==> config.mk <==
export PLATFORM = sky130hd
export DESIGN_NAME = bcd_scan_display_flat
export DESIGN_NICKNAME = d
export VERILOG_FILES = /design/src/rtl/bcd_scan_display_pkg.sv /design/src/rtl/bcd_scan_display_if.sv /design/src/rtl/seg7_decode.sv /design/src/rtl/bcd_scan_display.sv /design/src/flat_wrapper.sv
export SDC_FILE = /design/constraint.sdc
export NUM_CORES = 1
export LEC_CHECK = 0
export ABC_AREA = 1
export CAP_MARGIN = 20
export CELL_PAD_IN_SITES_DETAIL_PLACEMENT = 0
export CELL_PAD_IN_SITES_GLOBAL_PLACEMENT = 2
export CORE_ASPECT_RATIO = 1.75
export CORE_UTILIZATION = 35
export DETAILED_ROUTE_END_ITERATION = 6
export PLACE_DENSITY_LB_ADDON = 0.25
export SETUP_SLACK_MARGIN = 0.2
export SLEW_MARGIN = 20
export SYNTH_ARGS = -nofsm -noshare
export SYNTH_HDL_FRONTEND = slang
export SYNTH_SLANG_ARGS = --single-unit
export TNS_END_PERCENT = 10
==> constraint.sdc <==
create_clock -name clk -period 5.3 [get_ports clk]
set_input_delay 1.06 -clock clk [delete_from_list [all_inputs] [get_ports clk]]
set_output_delay 1.06 -clock clk [all_outputs]
set_load 0.01 [all_outputs]
==> src/rtl/bcd_scan_display_pkg.sv <==
// Shared constants for the multiplexed 8-digit BCD display.
// Segment glyphs are active-low: bit 0 = a ... bit 6 = g.
package bcd_scan_display_pkg;

    localparam int unsigned NUM_DIGITS = 8;

    localparam logic [6:0] SEG_0    = 7'h40;
    localparam logic [6:0] SEG_1    = 7'h79;
    localparam logic [6:0] SEG_2    = 7'h24;
    localparam logic [6:0] SEG_3    = 7'h30;
    localparam logic [6:0] SEG_4    = 7'h19;
    localparam logic [6:0] SEG_5    = 7'h12;
    localparam logic [6:0] SEG_6    = 7'h02;
    localparam logic [6:0] SEG_7    = 7'h78;
    localparam logic [6:0] SEG_8    = 7'h00;
    localparam logic [6:0] SEG_9    = 7'h10;
    localparam logic [6:0] SEG_DASH = 7'h3F;
    localparam logic [6:0] SEG_OFF  = 7'h7F;

endpackage

==> src/rtl/bcd_scan_display_if.sv <==
// Data/strobe bundle between a bin2bcd producer and the scanning display.
interface bcd_scan_display_if;

    logic       load;
    logic [3:0] num0;
    logic [3:0] num1;
    logic [3:0] num2;
    logic [3:0] num3;
    logic [3:0] num4;
    logic [3:0] num5;
    logic [3:0] num6;
    logic [3:0] num7;
    logic       lz_en;
    logic       ovf;
    logic [6:0] seg;
    logic [7:0] an;

    modport master (
        output load, num0, num1, num2, num3, num4, num5, num6, num7, lz_en, ovf,
        input  seg, an
    );

    modport slave (
        input  load, num0, num1, num2, num3, num4, num5, num6, num7, lz_en, ovf,
        output seg, an
    );

endinterface

==> src/rtl/seg7_decode.sv <==
// BCD nibble to active-low 7-segment glyph; codes 10-15 show a dash.
module seg7_decode
    import bcd_scan_display_pkg::*;
(
    input  logic [3:0] i_bcd,
    output logic [6:0] o_seg
);

    always_comb begin
        o_seg = SEG_DASH;
        case (i_bcd)
            4'd0:    o_seg = SEG_0;
            4'd1:    o_seg = SEG_1;
            4'd2:    o_seg = SEG_2;
            4'd3:    o_seg = SEG_3;
            4'd4:    o_seg = SEG_4;
            4'd5:    o_seg = SEG_5;
            4'd6:    o_seg = SEG_6;
            4'd7:    o_seg = SEG_7;
            4'd8:    o_seg = SEG_8;
            4'd9:    o_seg = SEG_9;
            default: o_seg = SEG_DASH;
        endcase
    end

endmodule

==> src/rtl/bcd_scan_display.sv <==
// Time-multiplexed 8-digit BCD display with shadow registers, leading-zero
// blanking and overflow blink; seg/an are registered.
module bcd_scan_display
    import bcd_scan_display_pkg::*;
#(
    parameter int unsigned CLK_DIV     = 50000,
    parameter int unsigned BLINK_TICKS = 1024
) (
    input  logic              clk,
    input  logic              rst,
    bcd_scan_display_if.slave bus
);

    localparam int unsigned CNT_W = $clog2(CLK_DIV);
    localparam int unsigned BLK_W = $clog2(BLINK_TICKS + 1);

    logic [CNT_W-1:0] r_cnt;
    logic [2:0]       r_idx;
    logic [BLK_W-1:0] r_bcnt;
    logic             r_phase;
    logic [3:0]       r_dig [NUM_DIGITS];
    logic             r_lz;
    logic             r_ovf;
    logic [6:0]       r_seg;
    logic [7:0]       r_an;

    logic [3:0]       w_in [NUM_DIGITS];
    logic             w_tick;
    logic [2:0]       w_msd;
    logic             w_blank;
    logic [6:0]       w_glyph;

    always_comb begin
        w_in[0] = bus.num0;
        w_in[1] = bus.num1;
        w_in[2] = bus.num2;
        w_in[3] = bus.num3;
        w_in[4] = bus.num4;
        w_in[5] = bus.num5;
        w_in[6] = bus.num6;
        w_in[7] = bus.num7;
    end

    assign w_tick = (r_cnt == CNT_W'(CLK_DIV - 1));

    // All-zero data yields MSD 0, so digit 0 is never blanked.
    always_comb begin
        w_msd = 3'd0;
        for (int i = 1; i < NUM_DIGITS; i++) begin
            if (r_dig[i] != 4'd0) w_msd = 3'(i);
        end
    end

    assign w_blank = r_lz && (r_idx > w_msd);

    seg7_decode u_decode (
        .i_bcd (r_dig[r_idx]),
        .o_seg (w_glyph)
    );

    always_ff @(posedge clk) begin
        if (rst) begin
            r_cnt   <= '0;
            r_idx   <= '0;
            r_bcnt  <= '0;
            r_phase <= 1'b0;
            r_lz    <= 1'b0;
            r_ovf   <= 1'b0;
            r_seg   <= SEG_OFF;
            r_an    <= 8'hFF;
            for (int i = 0; i < NUM_DIGITS; i++) r_dig[i] <= 4'd0;
        end else begin
            r_cnt <= w_tick ? '0 : r_cnt + CNT_W'(1);
            if (w_tick) r_idx <= r_idx + 3'd1;

            if ((bus.load && !bus.ovf) || !r_ovf) begin
                r_bcnt  <= '0;
                r_phase <= 1'b0;
            end else if (w_tick) begin
                if (r_bcnt == BLK_W'(BLINK_TICKS - 1)) begin
                    r_bcnt  <= '0;
                    r_phase <= ~r_phase;
                end else begin
                    r_bcnt <= r_bcnt + BLK_W'(1);
                end
            end

            if (bus.load) begin
                r_lz  <= bus.lz_en;
                r_ovf <= bus.ovf;
                for (int i = 0; i < NUM_DIGITS; i++) r_dig[i] <= w_in[i];
            end

            if ((r_ovf && r_phase) || w_blank) begin
                r_an  <= 8'hFF;
                r_seg <= SEG_OFF;
            end else begin
                r_an  <= ~(8'd1 << r_idx);
                r_seg <= w_glyph;
            end
        end
    end

    assign bus.seg = r_seg;
    assign bus.an  = r_an;

endmodule

==> src/flat_wrapper.sv <==
// flat-port wrapper written by rule: the top's interface ports become plain ports
module bcd_scan_display_flat import bcd_scan_display_pkg::*;
#(
    parameter int unsigned CLK_DIV     = 50000,
    parameter int unsigned BLINK_TICKS = 1024
)
  (clk, rst, bus_load, bus_num0, bus_num1, bus_num2, bus_num3, bus_num4, bus_num5, bus_num6, bus_num7, bus_lz_en, bus_ovf, bus_seg, bus_an);
  bcd_scan_display_if bus_i ();
  input  logic clk;
  input  logic rst;
  input wire logic [$bits(bus_i.load)-1:0] bus_load;
  input wire logic [$bits(bus_i.num0)-1:0] bus_num0;
  input wire logic [$bits(bus_i.num1)-1:0] bus_num1;
  input wire logic [$bits(bus_i.num2)-1:0] bus_num2;
  input wire logic [$bits(bus_i.num3)-1:0] bus_num3;
  input wire logic [$bits(bus_i.num4)-1:0] bus_num4;
  input wire logic [$bits(bus_i.num5)-1:0] bus_num5;
  input wire logic [$bits(bus_i.num6)-1:0] bus_num6;
  input wire logic [$bits(bus_i.num7)-1:0] bus_num7;
  input wire logic [$bits(bus_i.lz_en)-1:0] bus_lz_en;
  input wire logic [$bits(bus_i.ovf)-1:0] bus_ovf;
  output wire logic [$bits(bus_i.seg)-1:0] bus_seg;
  output wire logic [$bits(bus_i.an)-1:0] bus_an;
  assign bus_i.load = bus_load;
  assign bus_i.num0 = bus_num0;
  assign bus_i.num1 = bus_num1;
  assign bus_i.num2 = bus_num2;
  assign bus_i.num3 = bus_num3;
  assign bus_i.num4 = bus_num4;
  assign bus_i.num5 = bus_num5;
  assign bus_i.num6 = bus_num6;
  assign bus_i.num7 = bus_num7;
  assign bus_i.lz_en = bus_lz_en;
  assign bus_i.ovf = bus_ovf;
  assign bus_seg = bus_i.seg;
  assign bus_an = bus_i.an;
  bcd_scan_display #(.CLK_DIV(CLK_DIV), .BLINK_TICKS(BLINK_TICKS)) u_core (.clk(clk), .rst(rst), .bus(bus_i));
endmodule
==> results of run 1 <==
[critical path, cell delays in order]
cell and delay, ns:
clkdlybuf4s50_1 0.75, inv_1 0.21, nand2_1 0.64, nor2_1 0.10
[cell type report]
class | count | share of cell area (%)
Timing Repair Buffer | 52 | 10.2
Clock inverter | 4 | 1.01
Multi-Input combinational cell | 344 | 33.6
Inverter | 95 | 7.06
Sequential cell | 83 | 39.0
Clock buffer | 12 | 5.90
Tap cell | 135 | 3.32
[kinds of logic after synthesis]
group                    Yosys count  share of synthesized area (%)
AO/OA/AOI/OAI                     38                           5.00
XOR/XNOR                           6                           1.27
adder cells (fa/ha/maj)           16                           4.85
buffers and inverters            106                           10.6
flip-flops                        83                           48.0
AND/OR/NAND/NOR                  284                           30.3
[worst max-delay path by stage]
stage / slack [ns] / to
global route: 2.31 / u_core.r_dig[2][3]$_SDFFCE_PN0P_
global placement: 2.27 / u_core.r_dig[1][2]$_SDFFCE_PN0P_
finish: 2.59 / u_core.r_dig[4][3]$_SDFFCE_PN0P_
floorplan: 3.07 / u_core.r_dig[0][0]$_SDFFCE_PN0P_
detailed placement: 2.15 / u_core.r_dig[1][1]$_SDFFCE_PN0P_
CTS: 2.52 / u_core.r_dig[1][1]$_SDFFCE_PN0P_
[where the power goes]
part / switching (W) / total, W / internal, W
sequential: 0.0000131 / 0.000708 / 0.000695
clock: 0.000258 / 0.000709 / 0.000451
combinational: 0.0000672 / 0.000127 / 0.0000595
total: 0.000338 / 0.00154 / 0.00120
[metrics by stage]
step / total power (W) / worst slack, ns
finish: 0.00154 / 2.59
global route: 0.00161 / 2.31
CTS: 0.00157 / 2.52
detailed placement: 0.000850 / 2.15
global placement: 0.000849 / 2.27
floorplan: 0.000786 / 3.07
[registers in the layout (all words and copies together) (netlist names), named ones only]
| signal | count |
|---|---|
| u_core.bus.an | 8 |
| u_core.bus.seg | 7 |
| u_core.r_bcnt | 11 |
| u_core.r_cnt | 16 |
| u_core.r_dig | 32 |
| u_core.r_idx | 3 |
| u_core.r_lz | 1 |
| u_core.r_ovf | 1 |
| u_core.r_phase | 1 |
[placed cells by master, fill, tap and decap left out, drive strengths merged]
| master | synthesis | layout |
|---|---|---|
| nand2 | 125 | 125 |
| inv | 93 | 94 |
| nor2 | 72 | 72 |
| nand3 | 64 | 64 |
| dfxtp | 51 | 51 |
| clkdlybuf4s50 | 0 | 51 |
| edfxtp | 32 | 32 |
| a21oi | 28 | 28 |
| ha | 16 | 16 |
| clkbuf | 4 | 12 |
| nor3 | 9 | 9 |
| o21ai | 8 | 8 |
| or2 | 6 | 6 |
| nor4 | 5 | 5 |
| xor2 | 5 | 5 |
| clkinv | 2 | 4 |
| nand4 | 3 | 3 |
| o211ai | 1 | 1 |
| a211oi | 1 | 1 |
| xnor2 | 1 | 1 |
| bufinv | 0 | 1 |
| buf | 7 | 1 |
[per-layer routing]
| layer | part of all wire [%] | vias to the layer above | track usage, % |
|---|---|---|---|
| met1 | 38 | 1552 | 16.0 |
| met2 | 57 | 50 | 34.3 |
| li1 | - | 1783 | - |
| met5 | 0 | - | 0 |
| met4 | 2.7 | 0 | 7.59 |
| met3 | 2.9 | 19 | 3.69 |
[synth_stat cells, drive strengths merged (4+ instances only)]
master / number
nand2: 125
inv: 93
nor2: 72
nand3: 64
dfxtp: 51
edfxtp: 32
a21oi: 28
ha: 16
nor3: 9
o21ai: 8
buf: 7
or2: 6
nor4: 5
xor2: 5
clkbuf: 4
==> results.toml, run 1 <==
[layout]
final_core_util_pct = 44.2
area_delta_synth_final_pct = 23.3
drive_gt1_share_pct = 6.78
fin_cells = 725
regArea_um2 = 1980
finalInstanceArea_um2 = 5090
nFillCells = 1169
fin_nets = 638
multi_input_area_um2 = 1710
diodes = 0

[timing]
final.setup.tns_ns = 0
max_slew_margin_pct = 46.1
hold_violations = 0
tightest_slew_ns = 0.807
setup_viol = 0
fmax_ghz = 0.368
maxSlewViolCount = 0
fin_crit_sh_pct = 51.2
rsz0062_at_grt = "false"
fin_crit_ns = 2.71
hold_slack_ns = 0.451
clock-skew-final_ns = 0.00696

[global_routing]
grt_util_all_layers_pct = 17.1
grt_overflow = 0
grt_pass1_wl_um = 16200
grt_pass1_vias = 3626
grt_antenna_before_repair = 0
grt_max_degree = 33

[setup_path]
cp.required_ns = 5.36
cp-end-kind = "register"
startpoint = "rst"
cp-start-kind = "input pin"
r2r_slack_ns = 2.82
path_max_fanout = 24
cp.arrival_ns = 2.77
worstSetupPathType = "in -> reg"
reg2reg_from = "u_core.r_dig[4][0]$_SDFFCE_PN0P_"
reg2reg_depth = 11
rr_endpoint = "u_core.bus.an[5]$_SDFF_PP1_"

[yosys]
netlist_top_cells_area = "dfxtp_1 (25%), edfxtp_1 (23%), nand2_1 (11%)"
synth_top_area_share_pct = 24.7
synth_warnings = 0
ys_async_sr_fraction_pct = 0
seq_area_frac_synth_pct = 48.0
syn-num-nets = 586
synth_top_area_cell = "dfxtp_1"
yosysUniqueCellTypes = 33
synthFlopType = "dfxtp_1"
post_synth.cell_area_avg_um2 = 7.74
synth-seq-cells = 83
netlist_instances = 533
synth_area_um2 = 4130
synth_edf_count = 32

[routing]
ant_nets = 0
first_pass_iters = 6
drc = 3
drt_iter0_markers = 113
wl_per_cell_um = 13.0
vias_per_cell = 4.70
routed_wirelength_um = 9410
vias = 3404

[floorplan]
coreArea_um2 = 11500
dieArea_um2 = 12200
pin_count = 52
die_h_um = 146
placement_rows = 52
die_x_um = 84.1
initial_utilization_pct = 35.8

[clocking]
cts_setup_buffers = 0
clock_latency_ns = 0.34
holdBufCountCts = 0
root_buffer = "clkbuf_16"
cts_resized = 0
htree_levels = 3
cts_tree = "yes"
numCtsBuffers = 9
cts_sinks = 83
clk_pin_slew_ns = 0.06
cts.path.max_buffers = 2

[run]
drv_cap = 0

[pwr]
peakVddDrop_mv = 0.155
leakage_nw = 2.16
power_density_nw_per_um2 = 303

[run_status]
failed_checks = "DRC"
status = "finished with violations"

[placement]
placed_cell_area_um2 = 4740
numPortBuffers = 51
placedCellCount = 709
dp_hpwl_um = 7280
place.gp.congestion = 0.786

[worst_hold_path]
hold_end = "u_core.r_cnt[0]$_SDFF_PP0_"
worstHoldPathType = "reg -> reg"
hold_path.startpoint = "u_core.r_cnt[0]$_SDFF_PP0_"
min_path_cells = 1
(Power assumes the default switching activity.)
==> run 2: changes to the inputs <==
--- a/config.mk
+++ b/config.mk
@@ -10,7 +10,7 @@
 export CELL_PAD_IN_SITES_DETAIL_PLACEMENT = 0
 export CELL_PAD_IN_SITES_GLOBAL_PLACEMENT = 2
 export CORE_ASPECT_RATIO = 1.75
-export CORE_UTILIZATION = 35
+export CORE_UTILIZATION = 32
 export DETAILED_ROUTE_END_ITERATION = 6
 export PLACE_DENSITY_LB_ADDON = 0.25
 export SETUP_SLACK_MARGIN = 0.2
==> constraint.sdc (replaced) <==
create_clock -name clk -period 2.6 [get_ports clk]
set_input_delay 0.52 -clock clk [delete_from_list [all_inputs] [get_ports clk]]
set_output_delay 0.52 -clock clk [all_outputs]
set_load 0.01 [all_outputs]
==> run 2 against run 1 <==
The run now ends clean. First-iteration DRC count rose by 24%. Design area up 1.5%. Count of clock-buffer cells in the layout decreased by 2. Critical path depth grew 7. Sequential power up 100%. Utilization fell by 2.8 points. Non-clock buffer count increased by 5. Register-to-register slack worse by 2.4 ns. Sequential cell count is the same. Total power is 93% higher. Clock skew is 0.00062 ns higher. Sequential share of layout area down 0.59 points. Highest routed layer unchanged.
==> results.toml, run 2 (same netlist as run 1, synthesis figures left out) <==
[floorplan]
dieArea_um2 = 13400
coreArea_um2 = 12500
die_h_um = 152
initial_utilization_pct = 33.0
pin_count = 52
placement_rows = 54
die_x_um = 87.8

[timing]
clock-skew-final_ns = 0.00758
fin_crit_ns = 2.17
maxSlewViolCount = 0
setup_viol = 0
hold_slack_ns = 0.447
max_slew_margin_pct = 72.6
rsz0062_at_grt = "false"
tightest_slew_ns = 0.407
setup_ws_ns = 0.431
hold_violations = 0
final.setup.tns_ns = 0
fin_crit_sh_pct = 83.4
fmax_ghz = 0.461

[clocking]
holdBufCountCts = 0
htree_levels = 3
root_buffer = "clkbuf_16"
cts.path.max_buffers = 2
clk_pin_slew_ns = 0.06
cts_setup_buffers = 0
cts_tree = "yes"
clock_latency_ns = 0.34
cts_sinks = 83
numCtsBuffers = 9

[placement]
place_ws_ns = 0.263
numPortBuffers = 51
place.gp.congestion = 0.825
dp_hpwl_um = 7380

[routing]
drc = 0
ant_nets = 0
routed_wirelength_um = 9560
drt_iter0_markers = 140
vias_per_cell = 4.46
wl_per_cell_um = 12.5
vias = 3404
first_pass_iters = 4

[setup_path]
reg2reg_from = "u_core.r_dig[4][1]$_SDFFCE_PN0P_"
cp-start-kind = "register"
r2r_slack_ns = 0.43
reg2reg_depth = 11
path_max_fanout = 7
cp.arrival_ns = 2.44
worstSetupPathType = "reg -> reg"
cp-end-kind = "register"
cp.required_ns = 2.87
rr_endpoint = "u_core.bus.seg[5]$_SDFF_PP1_"

[run_status]
status = "complete, no violations"

[global_routing]
grt_pass1_vias = 3345
grt_pass1_wl_um = 15600
grt_overflow = 0
grt_util_all_layers_pct = 15.4
grt_antenna_before_repair = 0
grt_max_degree = 33

[layout]
diodes = 0
final_common_cell = "nand2_1"
largest_reg_flops = 32
area_delta_synth_final_pct = 25.2
top_register = "u_core.r_dig"
drive_gt1_share_pct = 8.72
fin_nets = 644
most-common-layout-cells = "nand2_1 (117), inv_1 (87), nor2_1 (71)"
reg_top3 = "u_core.r_dig x32, u_core.r_cnt x16, u_core.r_bcnt x11"
nFillCells = 1298

[pwr]
leakage_nw = 2.16
peakVddDrop_mv = 0.381
power_density_nw_per_um2 = 577
power_w = 0.00298

[worst_hold_path]
worstHoldPathType = "reg -> reg"
min_path_cells = 1
hold_path.startpoint = "u_core.r_cnt[0]$_SDFF_PP0_"
hold_end = "u_core.r_cnt[0]$_SDFF_PP0_"

[run]
drv_cap = 0
==> run 2: per-layer routing <==
layer	part of all wire, %	GRT usage (%)	vias to the layer above
li1	-	-	1789
met1	37	14.8	1545
met2	57	28.9	49
met3	2.5	2.98	21
met4	3.9	9.13	0
met5	0	0	-
==> run 2: power by group <==
part           switching [W]  total [W]  internal (W)
logic               0.000136   0.000265      0.000128
clock network       0.000522    0.00127      0.000744
registers          0.0000329    0.00145       0.00142
==> run 2: area by class of cell <==
| type | count | area [um2] | share of cell area, % |
|---|---|---|---|
| multi-input cells | 344 | 1740 | 33.7 |
| repair buffers | 57 | 568 | 11.0 |
| inverters | 95 | 363 | 7.02 |
| clock inverters | 6 | 66.3 | 1.28 |
| flip-flops and latches | 83 | 1980 | 38.4 |
| clock buffers | 10 | 229 | 4.43 |
| well taps | 168 | 210 | 4.07 |
| repair inverters | 1 | 7.51 | 0.145 |
==> run 2: worst max-delay path by stage <==
stage | from | end | cells past startpoint
floorplan | u_core.r_dig[5][1]$_SDFFCE_PN0P_ | u_core.bus.seg[3]$_SDFF_PP1_ | 11
global placement | u_core.r_dig[3][1]$_SDFFCE_PN0P_ | u_core.bus.seg[3]$_SDFF_PP1_ | 12
detailed placement | u_core.r_dig[3][1]$_SDFFCE_PN0P_ | u_core.bus.an[0]$_SDFF_PP1_ | 12
CTS | u_core.r_dig[3][1]$_SDFFCE_PN0P_ | u_core.bus.an[0]$_SDFF_PP1_ | 12
global route | u_core.r_dig[4][1]$_SDFFCE_PN0P_ | u_core.bus.seg[5]$_SDFF_PP1_ | 11
finish | u_core.r_dig[4][1]$_SDFFCE_PN0P_ | u_core.bus.seg[5]$_SDFF_PP1_ | 11
==> run 2: repair_timing <==
item | in CTS | in global routing
setup endpoints to repair | 0 | 14
gates resized for setup | 0 | 8
hold endpoints to repair | 0 | 0
==> run 2: through the flow <==
step,cell area [um2],std cells,util (%)
6_report,5170,764,41.3
3_3_place_gp,4830,747,38.6
5_1_grt,5170,764,41.3
4_1_cts,5120,763,41.0
2_1_floorplan,4130,533,-
3_5_place_dp,4830,747,38.6
==> run 2: critical path, cell delays in order, from the launching register on <==
cell and delay (ns):
edfxtp_1 0.40, nor4_2 0.36, nand2_1 0.11, a21oi_1 0.13
nor2_1 0.06, ha_1 0.28, nand2_1 0.05, o21ai_0 0.14
nand3_1 0.12, nand2_2 0.15, clkinvlp_4 0.18, nand3_1 0.11
==> run 3: changes to the inputs <==
--- a/config.mk
+++ b/config.mk
@@ -10,7 +10,7 @@
 export CELL_PAD_IN_SITES_DETAIL_PLACEMENT = 0
 export CELL_PAD_IN_SITES_GLOBAL_PLACEMENT = 2
 export CORE_ASPECT_RATIO = 1.75
-export CORE_UTILIZATION = 32
+export CORE_UTILIZATION = 29
 export DETAILED_ROUTE_END_ITERATION = 6
 export PLACE_DENSITY_LB_ADDON = 0.25
 export SETUP_SLACK_MARGIN = 0.2
==> constraint.sdc (replaced) <==
create_clock -name clk -period 1.96 [get_ports clk]
set_input_delay 0.392 -clock clk [delete_from_list [all_inputs] [get_ports clk]]
set_output_delay 0.392 -clock clk [all_outputs]
set_load 0.01 [all_outputs]
==> run 3 against run 2 <==
The run now ends with setup timing left. Maximum frequency up 5.4%. Non-clock buffer count increased by 19. Wire length up 7.7%. Setup slack got worse by 0.53 ns. Total power is 37% higher. First-iteration DRC count shrank 24%. Largest power group unchanged. Count of clock-buffer cells in the layout is 1 higher. Clock skew is 0.00071 ns higher. Sequential power increased by 33%. Critical path type unchanged.
==> results.toml, run 3 (same netlist as run 1, synthesis figures left out) <==
[routing]
first_pass_iters = 4
ant_nets = 0
wl_per_cell_um = 13.0
drc = 0
vias_per_cell = 4.38
vias = 3469
routed_wirelength_um = 10300
drt_iter0_markers = 106

[placement]
place_ws_ns = -0.210
dp_hpwl_um = 8000
place.gp.congestion = 0.769
numPortBuffers = 51

[setup_path]
path_max_fanout = 7
cp-start-kind = "register"
cp.required_ns = 2.17
cp.arrival_ns = 2.27
cp-end-kind = "register"
worstSetupPathType = "reg -> reg"

[floorplan]
placement_rows = 57
die_x_um = 92.2
pin_count = 52
initial_utilization_pct = 29.7
die_h_um = 160
coreArea_um2 = 13900
dieArea_um2 = 14700

[timing]
tightest_slew_ns = 0.378
fin_crit_sh_pct = 105
clock-skew-final_ns = 0.00829
setup_viol = 15
final.setup.tns_ns = -1.21
rsz0062_at_grt = "true"
fmax_ghz = 0.486
hold_violations = 0
maxSlewViolCount = 0
max_slew_margin_pct = 74.6
setup_ws_ns = -0.0971
fin_crit_ns = 2.06
hold_slack_ns = 0.449

[layout]
diodes = 0
nFillCells = 1471
final_core_util_pct = 39.0
drive_gt1_share_pct = 13.3
final_common_cell = "nand2_1"
multi_input_area_um2 = 1810
reg_top3 = "u_core.r_dig x32, u_core.r_cnt x16, u_core.r_bcnt x11"
largest_reg_flops = 32
fin_nets = 663
regArea_um2 = 1980
area_delta_synth_final_pct = 31.3
top_register = "u_core.r_dig"
most-common-layout-cells = "nand2_1 (115), inv_1 (87), nor2_1 (69)"

[clocking]
holdBufCountCts = 0
clock_latency_ns = 0.34
clk_pin_slew_ns = 0.07
cts_tree = "yes"
root_buffer = "clkbuf_16"
cts_setup_buffers = 0
htree_levels = 3
numCtsBuffers = 9
cts.path.max_buffers = 2
cts_sinks = 83

[run_status]
status = "finished with violations"
failed_checks = "setup timing"

[pwr]
power_density_nw_per_um2 = 752
peakVddDrop_mv = 0.422
leakage_nw = 2.29

[global_routing]
grt_util_all_layers_pct = 14.9
grt_overflow = 0
grt_pass1_wl_um = 17000
grt_antenna_before_repair = 0
grt_pass1_vias = 3672
grt_max_degree = 33

[worst_hold_path]
worstHoldPathType = "reg -> reg"

[run]
drv_cap = 0
==> run 3: cell types whose count changed in the layout (fill, tap and decap cells not counted), sizes merged <==
cell      previous run  this run
buf                  6        25
clkbuf              10        11
clkinv               5         4
clkinvlp             4         2
bufinv               1         0
inv                 92        95
==> run 3: layout make-up <==
class,count,area share [%]
Sequential cell,83,36.6
Multi-Input combinational cell,344,33.4
Timing Repair Buffer,76,13.3
Inverter,95,6.79
Clock buffer,11,4.87
Tap cell,177,4.09
Clock inverter,5,0.785
Timing Repair inverter,1,0.115
==> run 3: where the power goes <==
part | switching (W) | internal, W | total [W]
registers | 0.0000470 | 0.00188 | 0.00193
clock network | 0.000754 | 0.000985 | 0.00174
logic | 0.000198 | 0.000212 | 0.000411
==> run 3: through the flow <==
| step | std cells | instance area, um2 | total power [W] |
|---|---|---|---|
| floorplan | 533 | 4160 | 0.00214 |
| global placement | 775 | 5020 | 0.00236 |
| detailed placement | 775 | 5020 | 0.00236 |
| CTS | 791 | 5340 | 0.00411 |
| global route | 792 | 5420 | 0.00425 |
| finish | 792 | 5420 | 0.00407 |
==> run 3: per-layer routing <==
layer,share of wire [%],vias up,track usage (%)
met3,1.8,15,2.33
met5,0,-,0
met4,2.5,0,6.46
met2,59,36,30.1
met1,36,1587,14.3
li1,-,1831,-
==> run 3: timing repair <==
| action | CTS | global route |
|---|---|---|
| gates resized for setup | 5 | 15 |
| gates cloned | 0 | 1 |
| endpoints found under the setup margin | 15 | 32 |
| pin swaps | 1 | 2 |
==> run 3: path summary, 6_finish.rpt <==
kind | start | endpoint | slack (ns) | cells past startpoint
setup / recovery | u_core.r_dig[3][3]$_SDFFCE_PN0P_ | u_core.bus.an[6]$_SDFF_PP1_ | -0.1 | 13
hold / removal | u_core.r_cnt[0]$_SDFF_PP0_ | u_core.r_cnt[0]$_SDFF_PP0_ | 0.45 | 1
setup reg to reg | u_core.r_dig[3][3]$_SDFFCE_PN0P_ | u_core.bus.an[6]$_SDFF_PP1_ | -0.1 | 13
hold reg to reg | u_core.r_cnt[0]$_SDFF_PP0_ | u_core.r_cnt[0]$_SDFF_PP0_ | 0.45 | 1
==> run 3: critical path, stage by stage, from the launching register on <==
cell	delay [ns]
edfxtp_1	0.44
nor4_4	0.33
buf_4	0.17
nand2_2	0.04
nand2_1	0.07
nand2_1	0.05
nand2_1	0.07
nand2_2	0.07
ha_4	0.28
nand3_2	0.07
nand3_2	0.10
nand2_4	0.09
clkinv_4	0.09
nand3_1	0.07
